<file path="config.mk">
export PLATFORM = sky130hd
export DESIGN_NAME = mul_issue_ctrl
export DESIGN_NICKNAME = d
export VERILOG_FILES = /design/src/rtl/mul_issue_ctrl.sv
export SDC_FILE = /design/constraint.sdc
export NUM_CORES = 2
export LEC_CHECK = 0
export BUFFER_PORTS_ARGS = -buffer_cell sky130_fd_sc_hd__buf_2
export CORE_UTILIZATION = 60
export DETAILED_ROUTE_END_ITERATION = 7
export PLACE_DENSITY = 0.77
export SETUP_SLACK_MARGIN = 0.15
export SLEW_MARGIN = 10
export SYNTH_ARGS = -nofsm -noshare
export SYNTH_HDL_FRONTEND = slang
export SYNTH_SLANG_ARGS = --single-unit
export TNS_END_PERCENT = 1
</file>
<file path="constraint.sdc">
create_clock -name clk -period 20.6 [get_ports clk]
set_input_delay 3.09 -clock clk [delete_from_list [all_inputs] [get_ports clk]]
set_output_delay 3.09 -clock clk [all_outputs]
set_load 0.05 [all_outputs]
</file>
<file path="src/rtl/mul_issue_ctrl.sv">
// Issue/sequencing controller for the EX-stage 32x32 multiplier.
// It holds one op at a time, keeps the operands stable for LATENCY cycles, then holds the result until it is taken.
module mul_issue_ctrl #(
  parameter int LATENCY = 2,
  parameter int TAG_W   = 5
) (
  input  logic             clk,
  input  logic             rst,
  input  logic             flush,
  input  logic             in_valid,
  output logic             in_ready,
  input  logic [1:0]       in_op,
  input  logic [31:0]      in_x,
  input  logic [31:0]      in_y,
  input  logic [TAG_W-1:0] in_tag,
  output logic             out_valid,
  input  logic             out_ready,
  output logic [31:0]      out_result,
  output logic [TAG_W-1:0] out_tag,
  output logic             busy
);

  typedef enum logic [1:0] {
    IDLE = 2'd0,
    CALC = 2'd1,
    DONE = 2'd2
  } state_t;

  localparam logic [3:0] CNT_INIT = 4'(LATENCY - 1);

  state_t           state;
  logic [3:0]       cnt;
  logic [31:0]      x_reg;
  logic [31:0]      y_reg;
  logic [TAG_W-1:0] tag_reg;
  logic             mul_signed;
  logic             use_high;
  logic             accept;
  logic             op_signed;
  logic             op_high;
  logic [65:0]      prod_full;
  logic [31:0]      prod_sel;

  assign in_ready  = ~flush & ((state == IDLE) | ((state == DONE) & out_ready));
  assign accept    = in_valid & in_ready;
  assign busy      = (state != IDLE);

  // Low half is identical for signed and unsigned, so only MULH.W multiplies signed.
  assign op_signed = (in_op == 2'b01);
  assign op_high   = (in_op == 2'b01) | (in_op == 2'b10);

  // Multicycle path: operand registers feed the tree and stay put for the whole CALC phase.
  assign prod_full = 66'($signed({mul_signed & x_reg[31], x_reg}) *
                         $signed({mul_signed & y_reg[31], y_reg}));
  assign prod_sel  = use_high ? prod_full[63:32] : prod_full[31:0];

  always_ff @(posedge clk) begin
    if (rst) begin
      state      <= IDLE;
      cnt        <= 4'd0;
      out_valid  <= 1'b0;
      out_result <= 32'd0;
      out_tag    <= '0;
      x_reg      <= 32'd0;
      y_reg      <= 32'd0;
      tag_reg    <= '0;
      mul_signed <= 1'b0;
      use_high   <= 1'b0;
    end else if (flush) begin
      state     <= IDLE;
      cnt       <= 4'd0;
      out_valid <= 1'b0;
    end else begin
      if (accept) begin
        x_reg      <= in_x;
        y_reg      <= in_y;
        tag_reg    <= in_tag;
        mul_signed <= op_signed;
        use_high   <= op_high;
      end
      case (state)
        IDLE: begin
          if (accept) begin
            state <= CALC;
            cnt   <= CNT_INIT;
          end
        end
        CALC: begin
          if (cnt == 4'd0) begin
            out_result <= prod_sel;
            out_tag    <= tag_reg;
            out_valid  <= 1'b1;
            state      <= DONE;
          end else begin
            cnt <= cnt - 4'd1;
          end
        end
        DONE: begin
          if (out_ready) begin
            out_valid <= 1'b0;
            if (accept) begin
              state <= CALC;
              cnt   <= CNT_INIT;
            end else begin
              state <= IDLE;
            end
          end
        end
        default: begin
          state     <= IDLE;
          cnt       <= 4'd0;
          out_valid <= 1'b0;
        end
      endcase
    end
  end

endmodule

</file>
==> results_dict.tcl <==
set metrics [dict create \
    whs_ns 0.452 \
    powerDensity_mw_per_mm2 21.6 \
    seq_area_frac_synth_pct 5.42 \
    ys_ff_latch 115 \
    htree_levels 4 \
    p_int_mw 0.529 \
    final_cell_mix "fa_1 (1,125), inv_1 (1,110), nand2_1 (891), and2_1 (361), ha_1 (215)" \
    final-max-slew-violation-count 0 \
    cts_buffer_depth 2 \
    track_usage_pct 33.6 \
    finalWirelength_um 112000 \
    grt_pass1_vias 34600 \
    hold_class "flop to flop" \
    netlist-cell-type-count 66 \
    leakage_nw 22.1 \
    power_frac_comb_pct 40.9 \
    synth-warning-count 0 \
    final_common_cell "fa_1" \
    via_per_inst 5.64 \
    outcome "finished, final reports clean" \
    final_cell_area_mm2 0.0443 \
    cts_root_buffer "clkbuf_16" \
    p_switching_mw 0.427 \
    setup_violations 0 \
    nets 6104 \
    crit_top_cell "fa_1" \
    place_area_mm2 0.0437 \
    numCtsBuffers 17 \
    cts_sinks 115 \
    slowest_delay_ns 0.87 \
    cts_resized 0 \
    max_clock_freq_ghz 0.111 \
    final.setup.worst_slack_ns 11.60 \
    critPathKind "flop to flop" \
    grt_max_degree 86 \
    hold_viol_final 0 \
    syn_nets 6190 \
    tns_ns 0 \
    required_ns 20.96 \
    fill_cells 5819 \
    dr.pass1.iters 5 \
    pwr-share-seq_pct 26.5 \
    syn_area_per_cell_um2 8.90 \
    core_area_mm2 0.0700 \
    power.total_mw 0.956 \
    cp_max_fo 22 \
    post_drt_wl_per_cell_um 19.9 \
    drv_cap 0 \
    clock_latency_ns 0.46 \
    preCtsSetupSlack_ns 11.74 \
    synth-main-ff-cell "dfxtp_1" \
    grt_pass1_wl_um 184000 \
    async_reset_ff_share_pct 0 \
    netlist_instances 4774 \
    cts.clk_slew.worst_paths_ns 0.07 \
    p_sw_share_pct 44.7 \
    route.detailed.drc 0 \
    drive_gt1_share_pct 5.55 \
    num_vias 31800 \
    area.growth.synth_to_final_pct 4.18 \
    skew_ns 0.0211 \
    rsz0062_at_grt "false" \
    syn_area_mm2 0.0425 \
    finalCritPeriodShare_pct 43.7 \
    first_iter_violations 2222 \
    start_kind "flop" \
    cts_tree "built" \
    routabilityCongestion 0.961 \
    die_h_um 268 \
    rows 97 \
    irDropWorstVdd_mv 0.0554 \
    initial_core_util_pct 60.7 \
    max_slew_margin_pct 27.8 \
    max_slew.worst_pin.slew_ns 1.08 \
    slowest_stage "fa_1" \
    die_w_um 268 \
    gr-total-overflow 0 \
    clkPwrFrac_pct 32.5 \
    design.die.area_mm2 0.0719 \
    ant_nets 0 \
    endpoint_kind "flop" \
    antenna_found_initial 3 \
    hold_buffers 0 \
    worst_ep_arrival_time_ns 9.36 \
    fin_crit_ns 9.00 \
    post_cts_buffers 0 \
    dp_hpwl_um 91400 \
    synth-edff-count 0 \
    numPortBuffers 115 \
    ioPinCount 116 \
]
Yosys cell counts (all sizes together), types with 3 or more instances:
cell        n  area (um^2)
fa       1125        22500
a21o       40          300
a41oi       3         33.8
a31oi      16          115
or2        12         75.1
o21ai      55          290
or4         3         26.3
dfxtp     115         2300
a211oi     22          175
xor2       25          219
or3         5         31.3
o31ai       3         22.5
a31o        4         35.0
and2      363         2270
nand2     892         3350
o41ai       3         26.3
ha        215         2690
nor2b       3         18.8
and3       28          175
inv      1110         4170
nand3      13         65.1
nand4      14         87.6
a21boi      3         22.5
nor3       28          140
a2111oi     3         26.3
nand3b      3         22.5
buf         8         38.8
xnor2      43          377
clkbuf    274         1030
o21bai     11         82.6
mux2i      13          130
nor3b       4         30.0
nor2      105          394
o22ai       5         31.3
o21a        3         22.5
a21oi     162          826
nand2b     13         81.3
cell families after synthesis:
group,share of synthesized area (%)
AOI/OAI and AO/OA,5.19
buffers and inverters,12.3
muxes,0.306
and+or+nand+nor,16.0
adders and majority gates,59.3
DFF,5.42
xor gates and xnor gates,1.40
critical path, delay by kind of cell, from the launching register on:
family | cells | cell delay (ns)
buffers and inverters | 7 | 1.04
adders and majority gates | 9 | 4.64
AOI/OAI and AO/OA | 7 | 1.29
DFF | 1 | 0.74
and+or+nand+nor | 5 | 1.17
final timing paths:
kind	depth (start not counted)	slack (ns)	end	from
setup / recovery	28	11.60	out_result[28]	mul_signed
hold / removal	2	0.45	out_tag[0]	tag_reg[0]
setup reg to reg	28	11.60	out_result[28]	mul_signed
hold reg to reg	2	0.45	out_tag[0]	tag_reg[0]
cell type report:
type                       instances  area, um^2  area share, %
antenna                            1        2.50        0.00565
clock buffer                      17         425          0.961
clock inverter                    15         159          0.359
inverter                        1110        4170           9.41
multi-input combinational       3267       35000           79.0
sequential                       115        2330           5.27
tap                              940        1180           2.66
timing repair buffer             177        1040           2.36
power by group through the flow:
stage / Combinational (mW) / Clock (mW) / Sequential [mW]
2_1_floorplan: 0.251 / 0 / 0.246
3_3_place_gp: 0.377 / 0 / 0.256
3_5_place_dp: 0.383 / 0 / 0.257
4_1_cts: 0.387 / 0.313 / 0.252
5_1_grt: 0.427 / 0.323 / 0.254
6_report: 0.391 / 0.311 / 0.254
stage by stage:
stage	utilization, %	std cells
after detailed placement	62.4	5609
after floorplan	-	4774
final	63.2	5642
after CTS	63.2	5641
after global placement	62.4	5609
after global routing	63.2	5642
metal layers:
layer / vias to the layer above / track usage [%] / wire length [um]
met5: - / 0 / 0
met4: 0 / 15.6 / 5700
met3: 329 / 5.25 / 8540
met2: 1372 / 56.8 / 56300
met1: 16500 / 42.8 / 41700
li1: 13600 / - / -
Note: power is estimated with default switching activity, not from simulation.
